[src/rtl/tc_pkg.sv]
// tc_pkg: shared state encoding and default sizing for the timer interrupt controller
package tc_pkg;
    localparam int TC_NSRC = 6;
    localparam logic [5:0] TC_VEC_BASE = 6'h07;
    typedef enum logic [1:0] {
        ST_IDLE = 2'd0,
        ST_REQ  = 2'd1,
        ST_CLR  = 2'd2,
        ST_HOLD = 2'd3
    } tc_state_e;
endpackage

[src/rtl/tc_int_ctrl_if.sv]
// tc_int_ctrl_if: timer/CPU side signals of the interrupt controller
interface tc_int_ctrl_if #(parameter int NSRC = tc_pkg::TC_NSRC);
    logic [NSRC-1:0] pend;
    logic            status_reg_interrupt_enable;
    logic            interrupt_executed;
    logic            interrupt_request;
    logic [5:0]      vector;
    logic [NSRC-1:0] flag_clr;
    logic            busy;
    modport master (
        output pend, status_reg_interrupt_enable, interrupt_executed,
        input  interrupt_request, vector, flag_clr, busy
    );
    modport slave (
        input  pend, status_reg_interrupt_enable, interrupt_executed,
        output interrupt_request, vector, flag_clr, busy
    );
endinterface

[src/rtl/tc_prio_enc.sv]
// tc_prio_enc: lowest-index-wins priority encoder over the pending flags
module tc_prio_enc #(
    parameter int NSRC = 6,
    parameter int SW   = 3
) (
    input  logic [NSRC-1:0] pend,
    output logic [SW-1:0]   idx,
    output logic            valid
);
    always_comb begin
        idx = '0;
        for (int i = NSRC - 1; i >= 0; i--)
            if (pend[i]) idx = SW'(i);
    end
    assign valid = |pend;
endmodule

[src/rtl/tc_int_ctrl.sv]
// tc_int_ctrl: arbitrates timer interrupt flags into a single registered CPU request
module tc_int_ctrl
    import tc_pkg::*;
#(
    parameter int         NSRC     = TC_NSRC,
    parameter logic [5:0] VEC_BASE = TC_VEC_BASE
) (
    input  logic          clk,
    input  logic          rst,
    tc_int_ctrl_if.slave  bus
);
    localparam int SW = NSRC > 1 ? $clog2(NSRC) : 1;
    localparam logic [1:0] IDLE = ST_IDLE;
    localparam logic [1:0] REQ  = ST_REQ;
    localparam logic [1:0] CLR  = ST_CLR;
    localparam logic [1:0] HOLD = ST_HOLD;

    logic [1:0]    state, nxt;
    logic [SW-1:0] sel, sel_nxt, idx;
    logic          valid;

    tc_prio_enc #(.NSRC(NSRC), .SW(SW)) u_enc (
        .pend  (bus.pend),
        .idx   (idx),
        .valid (valid)
    );

    // acknowledge wins over withdrawal; sel is frozen once the request is raised
    always_comb begin
        nxt = state == IDLE ? ((bus.status_reg_interrupt_enable && valid) ? REQ : IDLE)
            : state == REQ  ? (bus.interrupt_executed ? CLR
                              : (!bus.pend[sel] || !bus.status_reg_interrupt_enable) ? IDLE : REQ)
            : state == CLR  ? HOLD
            : IDLE;
        sel_nxt = (state == IDLE && nxt == REQ) ? idx : sel;
    end

    always_ff @(posedge clk or negedge rst) begin
        if (!rst) begin
            state                 <= IDLE;
            sel                   <= '0;
            bus.interrupt_request <= 1'b0;
            bus.vector            <= '0;
            bus.flag_clr          <= '0;
            bus.busy              <= 1'b0;
        end else begin
            state                 <= nxt;
            sel                   <= sel_nxt;
            bus.interrupt_request <= nxt == REQ;
            bus.vector            <= nxt == REQ ? VEC_BASE + 6'(sel_nxt) : '0;
            bus.flag_clr          <= nxt == CLR ? {{(NSRC-1){1'b0}}, 1'b1} << sel : '0;
            bus.busy              <= nxt != IDLE;
        end
    end
endmodule

[src/flat_wrapper.sv]
// flat-port wrapper written by rule: the top's interface ports become plain ports
module tc_int_ctrl_flat import tc_pkg::*;
#(
    parameter int         NSRC     = TC_NSRC,
    parameter logic [5:0] VEC_BASE = TC_VEC_BASE
)
  (clk, rst, bus_pend, bus_status_reg_interrupt_enable, bus_interrupt_executed, bus_interrupt_request, bus_vector, bus_flag_clr, bus_busy);
  tc_int_ctrl_if #(.NSRC(NSRC)) bus_i ();
  input  logic clk;
  input  logic rst;
  input wire logic [$bits(bus_i.pend)-1:0] bus_pend;
  input wire logic [$bits(bus_i.status_reg_interrupt_enable)-1:0] bus_status_reg_interrupt_enable;
  input wire logic [$bits(bus_i.interrupt_executed)-1:0] bus_interrupt_executed;
  output wire logic [$bits(bus_i.interrupt_request)-1:0] bus_interrupt_request;
  output wire logic [$bits(bus_i.vector)-1:0] bus_vector;
  output wire logic [$bits(bus_i.flag_clr)-1:0] bus_flag_clr;
  output wire logic [$bits(bus_i.busy)-1:0] bus_busy;
  assign bus_i.pend = bus_pend;
  assign bus_i.status_reg_interrupt_enable = bus_status_reg_interrupt_enable;
  assign bus_i.interrupt_executed = bus_interrupt_executed;
  assign bus_interrupt_request = bus_i.interrupt_request;
  assign bus_vector = bus_i.vector;
  assign bus_flag_clr = bus_i.flag_clr;
  assign bus_busy = bus_i.busy;
  tc_int_ctrl #(.NSRC(NSRC), .VEC_BASE(VEC_BASE)) u_core (.clk(clk), .rst(rst), .bus(bus_i));
endmodule
[config.mk]
export PLATFORM = sky130hd
export DESIGN_NAME = tc_int_ctrl_flat
export DESIGN_NICKNAME = d
export VERILOG_FILES = /design/src/rtl/tc_pkg.sv /design/src/rtl/tc_int_ctrl_if.sv /design/src/rtl/tc_prio_enc.sv /design/src/rtl/tc_int_ctrl.sv /design/src/flat_wrapper.sv
export SDC_FILE = /design/constraint.sdc
export NUM_CORES = 1
export LEC_CHECK = 0
export BUFFER_PORTS_ARGS = -buffer_cell sky130_fd_sc_hd__buf_2
export CORE_MARGIN = 5
export CORE_UTILIZATION = 44
export CTS_CLUSTER_SIZE = 20
export DETAILED_ROUTE_END_ITERATION = 6
export PLACE_DENSITY = 0.72
export SYNTH_ARGS = -nofsm -noshare
export SYNTH_HDL_FRONTEND = slang
export SYNTH_SLANG_ARGS = --single-unit
[constraint.sdc]
create_clock -name clk -period 2.01 [get_ports clk]
set_input_delay 0.603 -clock clk [delete_from_list [all_inputs] [get_ports clk]]
set_output_delay 0.603 -clock clk [all_outputs]
set_load 0.01 [all_outputs]
* After elaboration in Yosys (flattened, before gate mapping)
Index checks and enable logic that the tools add are counted.
** Storage, ports and cells
- Register bits :: 19
- Output and inout bits :: 14
- Word-level logic and storage cells :: 38
** Cells by class
- Add/subtract/negate cells :: 1
- Magnitude comparators :: 1
- Equality and inequality tests :: 4
- Shift operators :: 1
- Mux-type cells :: 17
- Reductions and logical operators :: 8
** Operator list (count)
- $mux W3 :: 7
- $mux W6 :: 2
- $mux W2 :: 4
- $reduce_or A6 Y1 :: 1
- $shl A1 B3 Y6 const A :: 1
- $add A3 B3 Y4 const A :: 1
- $eq A2 B1 Y1 const B :: 2
- $eq A2 B2 Y1 const B :: 2
- $lt A3 B4 Y1 const B :: 1
- $bmux W1 S3 :: 1
- $mux W1 :: 3
- $logic_and A1 B1 Y1 :: 2
- $logic_not A1 Y1 :: 2
- $logic_not A2 Y1 :: 1
- $reduce_bool A2 Y1 :: 1
- $logic_or A1 B1 Y1 :: 1

* Logic depth before layout (Yosys ltp)
Gate-level depths: netlist (run 1).
- Depth in word-level cells :: 13
- Depth in mapped cells :: 6
- Depth with buffers taken out :: 6

* By module
From an unflattened synthesis (run 1), not the netlist that was laid out.
** Unflattened totals
- Cells, all modules :: 79
- Area, all modules :: 834.6 sq um
** By module, submodules not included
- tc_int_ctrl :: instances 1, cells an instance 69, area each 782.0 sq um, seq. area each 425.4 sq um
- tc_prio_enc :: instances 1, cells an instance 10, area each 52.6 sq um, seq. area each 0.0 sq um

* Worst setup path after synthesis (run 1)
Ideal clock, no wire load.
- Path type :: in2reg
- From :: in bus_pend[5]
- To :: reg u_core.bus.vector[2]
- Arrival time :: 2098 ps
- Required time :: 1916 ps
- Setup slack :: -182 ps
- Stages on the path :: 6
- Path buffers :: 0
- Path through :: or4_4 -> o21ai_2 -> a32oi_2 -> ha_1 -> or3_1 -> a211oi_1
** On the way
- Cells in the longest elaborated chain, start to end :: 13
** Ends and longest elaborated chain
- start, declared :: RTL line flat_wrapper.sv:11 : input wire logic [$bits(bus_i.pend)-1:0] bus_pend;
- $bmux W1 S3 :: RTL line tc_int_ctrl.sv:32 : : (!bus.pend[sel] || !bus.status_reg_interrupt_enable) ? IDLE : REQ)
- $mux W1 (not written as such) :: RTL line tc_int_ctrl.sv:32
- $logic_not A1 Y1 :: RTL line tc_int_ctrl.sv:32
- $logic_or A1 B1 Y1 :: RTL line tc_int_ctrl.sv:32
- $mux W1 :: RTL line tc_int_ctrl.sv:32
- $mux W2 (2 in series) :: RTL line tc_int_ctrl.sv:31 : : state == REQ ? (bus.interrupt_executed ? CLR
- $mux W2 :: RTL line tc_int_ctrl.sv:30 : nxt = state == IDLE ? ((bus.status_reg_interrupt_enable && valid) ? REQ : IDLE)
- $eq A2 B1 Y1 :: RTL line tc_int_ctrl.sv:35, tc_int_ctrl.sv:50
- $logic_and A1 B1 Y1 :: RTL line tc_int_ctrl.sv:35 : sel_nxt = (state == IDLE && nxt == REQ) ? idx : sel;
- $mux W3 :: RTL line tc_int_ctrl.sv:35
- $add A3 B3 Y4 :: RTL line tc_int_ctrl.sv:50 : bus.vector <= nxt == REQ ? VEC_BASE + 6'(sel_nxt) : '0;
- $mux W6 * :: RTL line tc_int_ctrl.sv:50
- end signal, assigned :: RTL line tc_int_ctrl.sv:50
- end, declared :: RTL line tc_int_ctrl_if.sv:16 : output interrupt_request, vector, flag_clr, busy
Every way passes the cells marked *; elsewhere a longest branch is shown, timed or not. The select of a mux whose other input is x is not followed.

* Worst setup path in the final report (run 1)
Ends and elaborated chain as after synthesis.

==> run metrics, run 1 <==
status complete, no violations; critical path class primary input to register; Achievable Freq 509.7 MHz; CP max-delay cell or4_4; Leakage 0.5563 nW; internal reg-to-reg setup slack 0.14 ns; initial antenna violation count 0; CP cell instances buf_6 > or4_4 > o21ai_2 > a32oi_2 > ha_2 > or3_4 > a211oi_2; sequential cell area 425.4 sq um; most numerous cell in the Yosys netlist dfrtp_1; HPWL Detailed 1404 microns; final WL 1815 microns; die area 2815 sq um; setup violators final 0; synth warn 0; top-area cell type share of the netlist area 52.15%; Via density 5.051; Die Wd 53.06 microns; crit path launch bus_pend[5]; R2R cell count 6; Final Slew Violations 0; clk_lat worst skew 0.29 ns; CP max FO 3; Reg-to-Reg End u_core.bus.vector[2]; antenna cells 0; asr flop ratio synth 100.0%; synth cell count leaders 17 x dfrtp_1, 9 x nor2_1, 6 x inv_1, 4 x nand2_1, 4 x nor3_1; Cell variety after synth 34; vias in the first global route 712; Post-Place Worst Slack -0.2829 ns; Slew @ Worst Pin 0.5597 ns; 1st-pass router iterations 4; H-tree depth 1; Die H 53.06 microns; RD Place Congestion 0.8952; Tcrit/Tclk final 97.61%; CTS tree built; Root Buffer clkbuf_4; Synth Flop Type dfrtp_1; largest net degree at the start of global routing 18; Arr. time, crit path 2.17 ns; Overflow after GRT 0; Required @ worst endpoint 2.22 ns; Power Dens Cells 1216 nW/um^2; # DRC 0; Core Util, Final 61.94%; overall power 0.001315 W; number of synthesized flops with an enable pin 0; R2R Path Start u_core.state[0]; row count 15; CP endpoint u_core.bus.vector[2]; Avg Inst Size Synth 10.88 sq um; Core Box Area 1745 sq um; max-cap violations 0; register area share after synthesis 52.15%; DR WL/cell 13.25 microns; gr usage total 15.23%; VDD IR-drop max 538.4 uV; Yosys top cell by area dfrtp_1; normalized max-slew margin 62.44%; via count 692; Multi-input gate area 357.8 sq um; critical path depth 7; FF+latch count, synth 17; crit-path max cell delay 0.53 ns; Reg clk slew, reported paths 0.10 ns; PortBufs 21; layout cell share with drive strength beyond 1 45.54%; TritonCTS Sinks 17; clock skew 0.005092 ns; Max Buffers Root-to-Sink 2; CP top delay family simple AND/OR/NAND/NOR gates; HP Class primary input to async pin; Setup crit end kind register; Cell Area, Synth 815.8 sq um; Fin. Hold Viols 0; main area contributors after synthesis dfrtp_1 52%, nor2_1 4.1%, inv_1 2.8%; min cycle time layout 1.962 ns; TNS Setup 0 ns; post-CTS setup buffers 0; post-route worst setup slack 0.04796 ns; Filler cells 146; Area growth syn-to-layout 32.52%; Synth Instances 75; DR iter-0 viols 6; Worst setup SP type primary input; global-route wire length before repair 3029 microns; Buf/Inv on CP 1; ANT nets after route 0; # IOs 24; initial core utilization 46.74%; CTS buffer count 3; layout net count 124
-- area by class of cell --
cell class                      count  area share, %
Clock buffer                        3          2.083
Clock inverter                      1         0.4630
Inverter                            6          2.083
Multi-Input combinational cell     50          33.10
Sequential cell                    17          39.35
Tap cell                           25          2.894
Timing Repair Buffer               35          20.02
-- per-layer routing --
| metal | vias to the layer above | wire length (microns) | track usage [%] |
|---|---|---|---|
| met4 | 0 | 0 | 7.660 |
| met5 | - | 0 | 0 |
| met2 | 23 | 1008 | 28.31 |
| met1 | 326 | 693 | 16.28 |
| li1 | 343 | - | - |
| met3 | 0 | 112 | 2.535 |
-- sequential cells by signal (all words and copies together) (netlist names) --
name                          flops
u_core.state                      2
u_core.bus.vector                 4
u_core.sel                        3
u_core.bus.busy                   1
u_core.bus.interrupt_request      1
u_core.bus.flag_clr               6
-- worst register-to-register path: cells and delay by family, from the launching register on --
family | cells | cell delay [ns]
AO/OA/AOI/OAI | 2 | 0.37
adder cells (fa/ha/maj) | 1 | 0.21
AND/OR/NAND/NOR | 2 | 0.66
flip-flops | 1 | 0.40
buffers and inverters | 1 | 0.16
-- how the worst min path moves through the flow --
| stage | cells past startpoint | end | slack [ns] |
|---|---|---|---|
| after detailed placement | 1 | u_core.bus.flag_clr[1] | 0.53 |
| after global routing | 1 | u_core.bus.flag_clr[1] | 0.24 |
| after CTS | 1 | u_core.bus.flag_clr[1] | 0.22 |
| after floorplan | 0 | u_core.bus.busy | 0.31 |
| after global placement | 1 | u_core.bus.flag_clr[1] | 0.53 |
| final | 1 | u_core.bus.flag_clr[5] | 0.21 |
-- cell families (layout without fill, tap and decap cells) --
family	after synthesis	after routing	synth area share [%]
compound gates	12	12	12.27
other cells	1	2	0.4597
buf+inv	9	45	5.981
flops	17	17	52.15
simple gates	33	33	23.62
fa+ha+maj	1	1	1.533
mux	2	2	3.988
-- what timing repair did --
action                     CTS  global route
hold buffers                 0             0
gates resized for setup      0             3
setup endpoints to repair    0             1
-- power breakdown --
group          leakage [nW]  total [W]  internal, W  switching (W)
logic                 0.315   0.000607     0.000280       0.000326
registers             0.224   0.000528     0.000446      0.0000821
clock network        0.0177   0.000180    0.0000740       0.000106
total                 0.556    0.00131     0.000800       0.000515
-- cell usage in the layout, fill, tap and decap left out, types with 3 or more instances in the layout --
cell type	n
inv_1	6
or2_2	3
clkbuf_4	3
nor3_1	4
buf_2	20
nor2_1	9
nand2_1	4
dfrtp_1	17
buf_4	14
-- per-stage QoR --
stage / cells / hold slack [ns] / cell area (sq um)
after floorplan: 76 / 0.3074 / 822.0
after global placement: 133 / 0.5310 / 1037
after detailed placement: 133 / 0.5350 / 1037
after CTS: 137 / 0.2192 / 1065
after global routing: 137 / 0.2361 / 1081
final: 137 / 0.2061 / 1081
(Power assumes the default switching activity.)
==> run 2, diff against run 1 <==
Settings changed: ABC_AREA set to 1.
==> run 2 against run 1 <==
First-iteration DRC count grew 17%. Largest power group unchanged. Highest routed layer is now met4. Critical path type is now register to register. Synthesized area grew 1.7%. Maximum frequency grew 22%. Combinational power shrank 3%.
==> run metrics, run 2 <==
status complete, no violations; HP Class primary input to async pin; most numerous cell in the Yosys netlist nand2_1; HPWL Detailed 1158 microns (-18%); Arr. time, crit path 1.79 ns (-0.38 ns); max-cap violations 0 (unchanged); Setup crit end kind register; Cell variety after synth 23 (-32%); TNS Setup 0 ns (unchanged); # IOs 24 (unchanged); CP max-delay cell dfrtp_1; row count 15 (unchanged); final instance area 970.9 sq um (-10%); critical path class register to register; DR WL/cell 10.32 microns (-22%); most frequent cells in the layout 21 x buf_2, 18 x nand2_1, 17 x dfrtp_1; VDD IR-drop max 505.9 uV (-6.0%); Cell Area, Synth 829.5 sq um (+1.7%); commonest non-fill, non-tap cell in the layout buf_2; RSZ-0062 raised after global routing no; placed instance area 943.4 sq um (-9.0%); min cycle time layout 1.609 ns (-0.3527 ns); Final Slew Violations 0 (unchanged); initial antenna violation count 0 (unchanged); RD Place Congestion 0.8710 (-2.7%); Core Box Area 1764 sq um (+1.1%); Tcrit/Tclk final 80.07% (-18 points); Die H 53.42 microns (+0.68%); R2R cell count 11 (+5); top-area cell type share of the netlist area 51.28% (-0.87 points); Post-CTS Hold Fix Bufs 0 (unchanged); clock skew 0.003799 ns (-0.001294 ns); cts repair resizes 0 (unchanged); Synth Flop Type dfrtp_1; Final Non-Filler Cells 139 (+1.5%); vias in the first global route 575 (-19%); ANT nets after route 0 (unchanged); Die Wd 53.42 microns (+0.68%); Worst setup SP type register; clk_lat worst skew 0.28 ns (about the same); 1st-pass router iterations 4 (unchanged); Root Buffer clkbuf_4; post-route worst setup slack 0.4006 ns (+0.3527 ns); CP max FO 4 (+1); H-tree depth 1 (unchanged); synth cell count leaders 18 x nand2_1, 17 x dfrtp_1, 7 x inv_1, 6 x nor2_1; Avg Inst Size Synth 9.116 sq um (-16%); gr usage total 11.46% (-3.8 points); CTS tree built; Overflow after GRT 0 (unchanged); Area growth syn-to-layout 17.04%; Largest regs u_core.bus.flag_clr: 6 flops, u_core.bus.vector: 4 flops, u_core.sel: 3 flops; layout net count 126 (+1.6%); antenna cells 0 (unchanged); Power Dens Cells 1330 nW/um^2 (+9.4%); Post-Place Worst Slack 0.09308 ns (+0.3760 ns); Achievable Freq 621.4 MHz (+22%); max reg flops 6 (unchanged); asr flop ratio synth 100.0% (unchanged); PortBufs 21 (unchanged); register area share after synthesis 51.28% (-0.87 points); main area contributors after synthesis dfrtp_1 51%, nand2_1 8.1%, nand2_2 3.8%; Via density 4.532 (-10%); crit-path max cell delay 0.42 ns (-0.11 ns); FF+latch count, synth 17 (unchanged); Yosys top cell by area dfrtp_1; number of synthesized flops with an enable pin 0 (unchanged); CTS buffer count 3 (unchanged); Fin. Hold Viols 0 (unchanged); synth warn 0 (unchanged); Synth Instances 91 (+21%); Required @ worst endpoint 2.19 ns (-0.03 ns); Leakage 0.5412 nW (-2.7%); TritonCTS Sinks 17 (unchanged); Max Buffers Root-to-Sink 2 (unchanged); CP cell instances inv_2 > nand3_2 > inv_2 > nand2_2 > nor2_1 > nand2_1 > nand2_2 > inv_1 > ha_1 > xor2_1 > nor2_2; largest net degree at the start of global routing 18 (unchanged); initial core utilization 47.02% (+0.28 points); post-CTS setup buffers 0 (unchanged); global-route wire length before repair 2359 microns (-22%); setup violators final 0 (unchanged); # DRC 0 (unchanged); final WL 1434 microns (-21%); die area 2854 sq um (+1.4%); layout cell share with drive strength beyond 1 41.23% (-4.3 points); via count 630 (-9.0%); placed insts 135 (+1.5%); DR iter-0 viols 7 (+1); Reg clk slew, reported paths 0.10 ns (about the same); Top reg by flops u_core.bus.flag_clr
==> run 2: through the flow <==
step / utilization, % / total power (W) / hold WS [ns]
after global routing: 55.04 / 0.001394 / 0.2458
after detailed placement: 53.48 / 0.001127 / 0.5334
after CTS: 55.04 / 0.001303 / 0.2303
after floorplan: - / 0.0009949 / 0.3074
final: 55.04 / 0.001292 / 0.2161
after global placement: 53.48 / 0.001115 / 0.5277
==> run 2: routing by layer <==
layer  track usage (%)  up-vias  wire, microns
li1                  -      332              -
met1             14.54      280            653
met2             18.37       16            661
met3            0.8451        2             85
met4             7.660        0             34
met5                 0        -              0
==> run 2: final timing paths <==
| check | end | slack (ns) | startpoint |
|---|---|---|---|
| max in group asynchronous | u_core.bus.flag_clr[3] | 1.53 | rst |
| max | u_core.bus.vector[2] | 0.40 | u_core.state[0] |
| min | u_core.bus.flag_clr[1] | 0.22 | rst |
| max reg2reg | u_core.bus.vector[2] | 0.40 | u_core.state[0] |
| min in group clk | u_core.bus.flag_clr[1] | 0.56 | u_core.sel[2] |
| min reg2reg | u_core.bus.flag_clr[1] | 0.56 | u_core.sel[2] |
==> run 2: area by class of cell <==
| type | instances | area (sq um) |
|---|---|---|
| clock buffer | 3 | 22.52 |
| clock inverter | 1 | 5.005 |
| inverter | 13 | 53.80 |
| tap | 25 | 31.28 |
| timing repair buffer | 21 | 105.1 |
| sequential | 17 | 425.4 |
| multi-input combinational | 59 | 327.8 |
| fill | 179 | 793.3 |
==> run 2: kinds of logic (layout without fill, tap and decap cells) <==
group	after synthesis	after routing	share of synthesized area (%)
flops	17	17	51.28
fa+ha+maj	1	1	1.508
other cells	1	2	0.4521
buf+inv	16	38	9.653
simple gates	48	48	30.16
compound gates	7	7	5.882
xor+xnor	1	1	1.056
==> run 2: power breakdown <==
part / switching, W / internal, W / leakage, nW / total, W
logic: 0.000372 / 0.000216 / 0.300 / 0.000588
clock network: 0.000103 / 0.0000738 / 0.0177 / 0.000177
registers: 0.0000829 / 0.000444 / 0.224 / 0.000526
==> run 2: worst max-delay path: cells and delay by family (launching register included) <==
family,cells,cell delay (ns)
adder cells (fa/ha/maj),1,0.20
AND/OR/NAND/NOR,6,0.48
XOR/XNOR,1,0.19
flip-flops,1,0.42
buffers and inverters,3,0.22
==> run 3, diff against run 2 <==
Settings changed: ABC_AREA 1 to 0, CORE_UTILIZATION 44 to 45, PLACE_DENSITY 0.72 to 0.71.
Clock period 2.01 ns to 1.68 ns, I/O delays scaled along.
==> run 3 against run 2 <==
The run now ends with setup timing left. Clock-buffer cell count did not move. Power up 30%. Via count increased by 13%. Worst hold slack worse by 0.099 ns. Combinational power rose by 40%. Clock power grew 18%. Sequential power is 22% higher. Flip-flop and latch count unchanged. Setup slack got worse by 0.55 ns. Clock skew shrank 0.0013 ns. Core utilization increased by 14 points. Cell count increased by 4.3%.
==> run metrics, run 3 (same netlist as run 1, synthesis figures left out) <==
Min Hold Slack 0.1170 ns (-0.09914 ns); H-tree depth 1 (unchanged); CP max-delay cell or4_4; Reg-to-Reg End u_core.bus.vector[2]; clk_lat worst skew 0.28 ns (about the same); Filler cells 153 (-15%); Fin. Hold Viols 0 (unchanged); vias in the first global route 647 (+13%); TNS Setup -0.1663 ns (-0.1663 ns); sequential cell area 426.7 sq um (+0.29%); Final Slew Violations 0 (unchanged); placed instance area 1082 sq um (+15%); die area 2764 sq um (-3.1%); max reg flops 6 (unchanged); failing checks setup timing; Internal Power 0.001044 W (+42%); ANT nets after route 0 (unchanged); Via density 4.924 (+8.6%); commonest non-fill, non-tap cell in the layout buf_4; Achievable Freq 545.8 MHz; 1st-pass router iterations 4 (unchanged); CP max FO 2 (-2); status complete, but fails checks; HP Class primary input to async pin; Sw Ratio 37.66% (-5.6 points); Required @ worst endpoint 1.88 ns (-0.31 ns); final instance area 1185 sq um (+22%); initial antenna violation count 0 (unchanged); overall power 0.001674 W (+30%); DR WL/cell 11.88 microns (+15%); internal reg-to-reg setup slack -0.14 ns (-0.54 ns); R2R Path Start u_core.state[1]; Top reg by flops u_core.bus.flag_clr; clock skew 0.002536 ns (-0.001263 ns); Leakage 0.6008 nW (+11%); row count 15 (unchanged); Multi-input gate area 400.4 sq um (+22%); critical path class primary input to register; CTS tree built; Largest regs u_core.bus.flag_clr: 6 flops, u_core.bus.vector: 4 flops, u_core.sel: 3 flops; DR iter-0 viols 15 (+8); Tcrit/Tclk final 109.1%; # IOs 24 (unchanged); Slew @ Worst Pin 0.5906 ns; most frequent cells in the layout 22 x buf_4, 20 x buf_2, 16 x dfrtp_1; Setup crit end kind register; crit-path max cell delay 0.53 ns (+0.11 ns); Max Buffers Root-to-Sink 2 (unchanged); final WL 1722 microns (+20%); NetSw 0.0006305 W (+13%); Reg clk slew, reported paths 0.10 ns (about the same); Post-Place Worst Slack -0.5060 ns (-0.5991 ns); CP cell instances buf_6 > or4_4 > o21ai_2 > a32oi_2 > ha_2 > or3_1 > a211oi_2; Core Box Area 1727 sq um (-2.1%); largest net degree at the start of global routing 18 (unchanged); # DRC 0 (unchanged); Gate power share 49.1% (+3.5 points); initial core utilization 47.25% (+0.23 points); Arr. time, crit path 2.03 ns (+0.24 ns); Overflow after GRT 0 (unchanged); RD Place Congestion 0.8577 (-1.5%); global-route wire length before repair 2780 microns (+18%); R2R cell count 6 (-5); layout net count 132 (+4.8%); Area growth syn-to-layout 45.25%; min cycle time layout 1.832 ns; Die H 52.58 microns (-1.6%); setup violators final 2 (+2); post-route worst setup slack -0.1521 ns (-0.5528 ns); via count 714 (+13%); Power Dens Cells 1413 nW/um^2 (+6.2%); TritonCTS Sinks 17 (unchanged); layout cell share with drive strength beyond 1 53.33% (+12 points); CTS buffer count 3 (unchanged); RSZ-0062 raised after global routing yes; Worst setup SP type primary input; part of the power in registers 38.4% (-2.4 points); Post-CTS Hold Fix Bufs 0 (unchanged); max-cap violations 0 (unchanged); Die Wd 52.58 microns (-1.6%); VDD IR-drop max 789.8 uV (+56%); Root Buffer clkbuf_4; normalized max-slew margin 60.36%; PortBufs 21 (unchanged); clock share of power 12.5% (-1.2 points); antenna cells 0 (unchanged); gr usage total 13.53% (+2.1 points)
==> run 3: changes by cell type in the layout (fill, tap and decap cells not counted), moves of 3 or more <==
cell,previous run,this run
nor2_2,5,0
nand2_1,18,4
nand2_2,5,0
inv_2,5,0
nor4_1,4,1
buf_4,0,22
or2_2,0,3
nand3_1,3,0
==> run 3: timing repair <==
item	CTS	global route
setup buffers	0	2
resized for setup	6	4
setup endpoints to repair	3	5
pin swaps	3	4
==> run 3: stage by stage <==
stage	utilization, %	std cells
6_report	68.62	145
5_1_grt	68.62	145
4_1_cts	65.94	143
3_5_place_dp	62.68	139
3_3_place_gp	62.68	139
2_1_floorplan	-	76
==> run 3: layer usage <==
| layer | track usage, % | wire, microns |
|---|---|---|
| met1 | 17.20 | 732 |
| met4 | 5.106 | 17 |
| met2 | 22.52 | 861 |
| met3 | 2.564 | 111 |
| met5 | 0 | 0 |
==> run 3: worst max-delay path, delay by kind of cell <==
| kind | cells | cell delay (ns) |
|---|---|---|
| AOI/OAI and AO/OA | 3 | 0.40 |
| and+or+nand+nor | 2 | 0.85 |
| adders and majority gates | 1 | 0.19 |
| buffers and inverters | 1 | 0.09 |
==> run 3: power groups by stage <==
| stage | registers (W) | logic (W) | clock network (W) |
|---|---|---|---|
| floorplan | 0.000661 | 0.000388 | 0 |
| global placement | 0.000642 | 0.000710 | 0 |
| detailed placement | 0.000642 | 0.000733 | 0 |
| CTS | 0.000636 | 0.000767 | 0.000212 |
| global route | 0.000662 | 0.000908 | 0.000233 |
| finish | 0.000643 | 0.000823 | 0.000209 |
==> run 3: how the worst max path moves through the flow <==
stage | from | end | slack, ns | cells past startpoint
after floorplan | bus_pend[5] | u_core.bus.vector[2] | -0.32 | 6
after global placement | bus_pend[5] | u_core.bus.vector[2] | -0.45 | 7
after detailed placement | bus_pend[5] | u_core.bus.vector[2] | -0.51 | 7
after CTS | u_core.state[0] | u_core.bus.vector[2] | -0.17 | 6
after global routing | u_core.state[1] | u_core.bus.vector[2] | -0.21 | 6
final | bus_pend[5] | u_core.bus.vector[2] | -0.15 | 7
==> run 3: layout make-up <==
cell class | count | share of cell area (%)
clock buffers | 3 | 1.901
well taps | 25 | 2.640
clock inverters | 1 | 0.4224
flip-flops and latches | 17 | 36.01
multi-input cells | 50 | 33.79
repair buffers | 43 | 23.34
inverters | 6 | 1.901
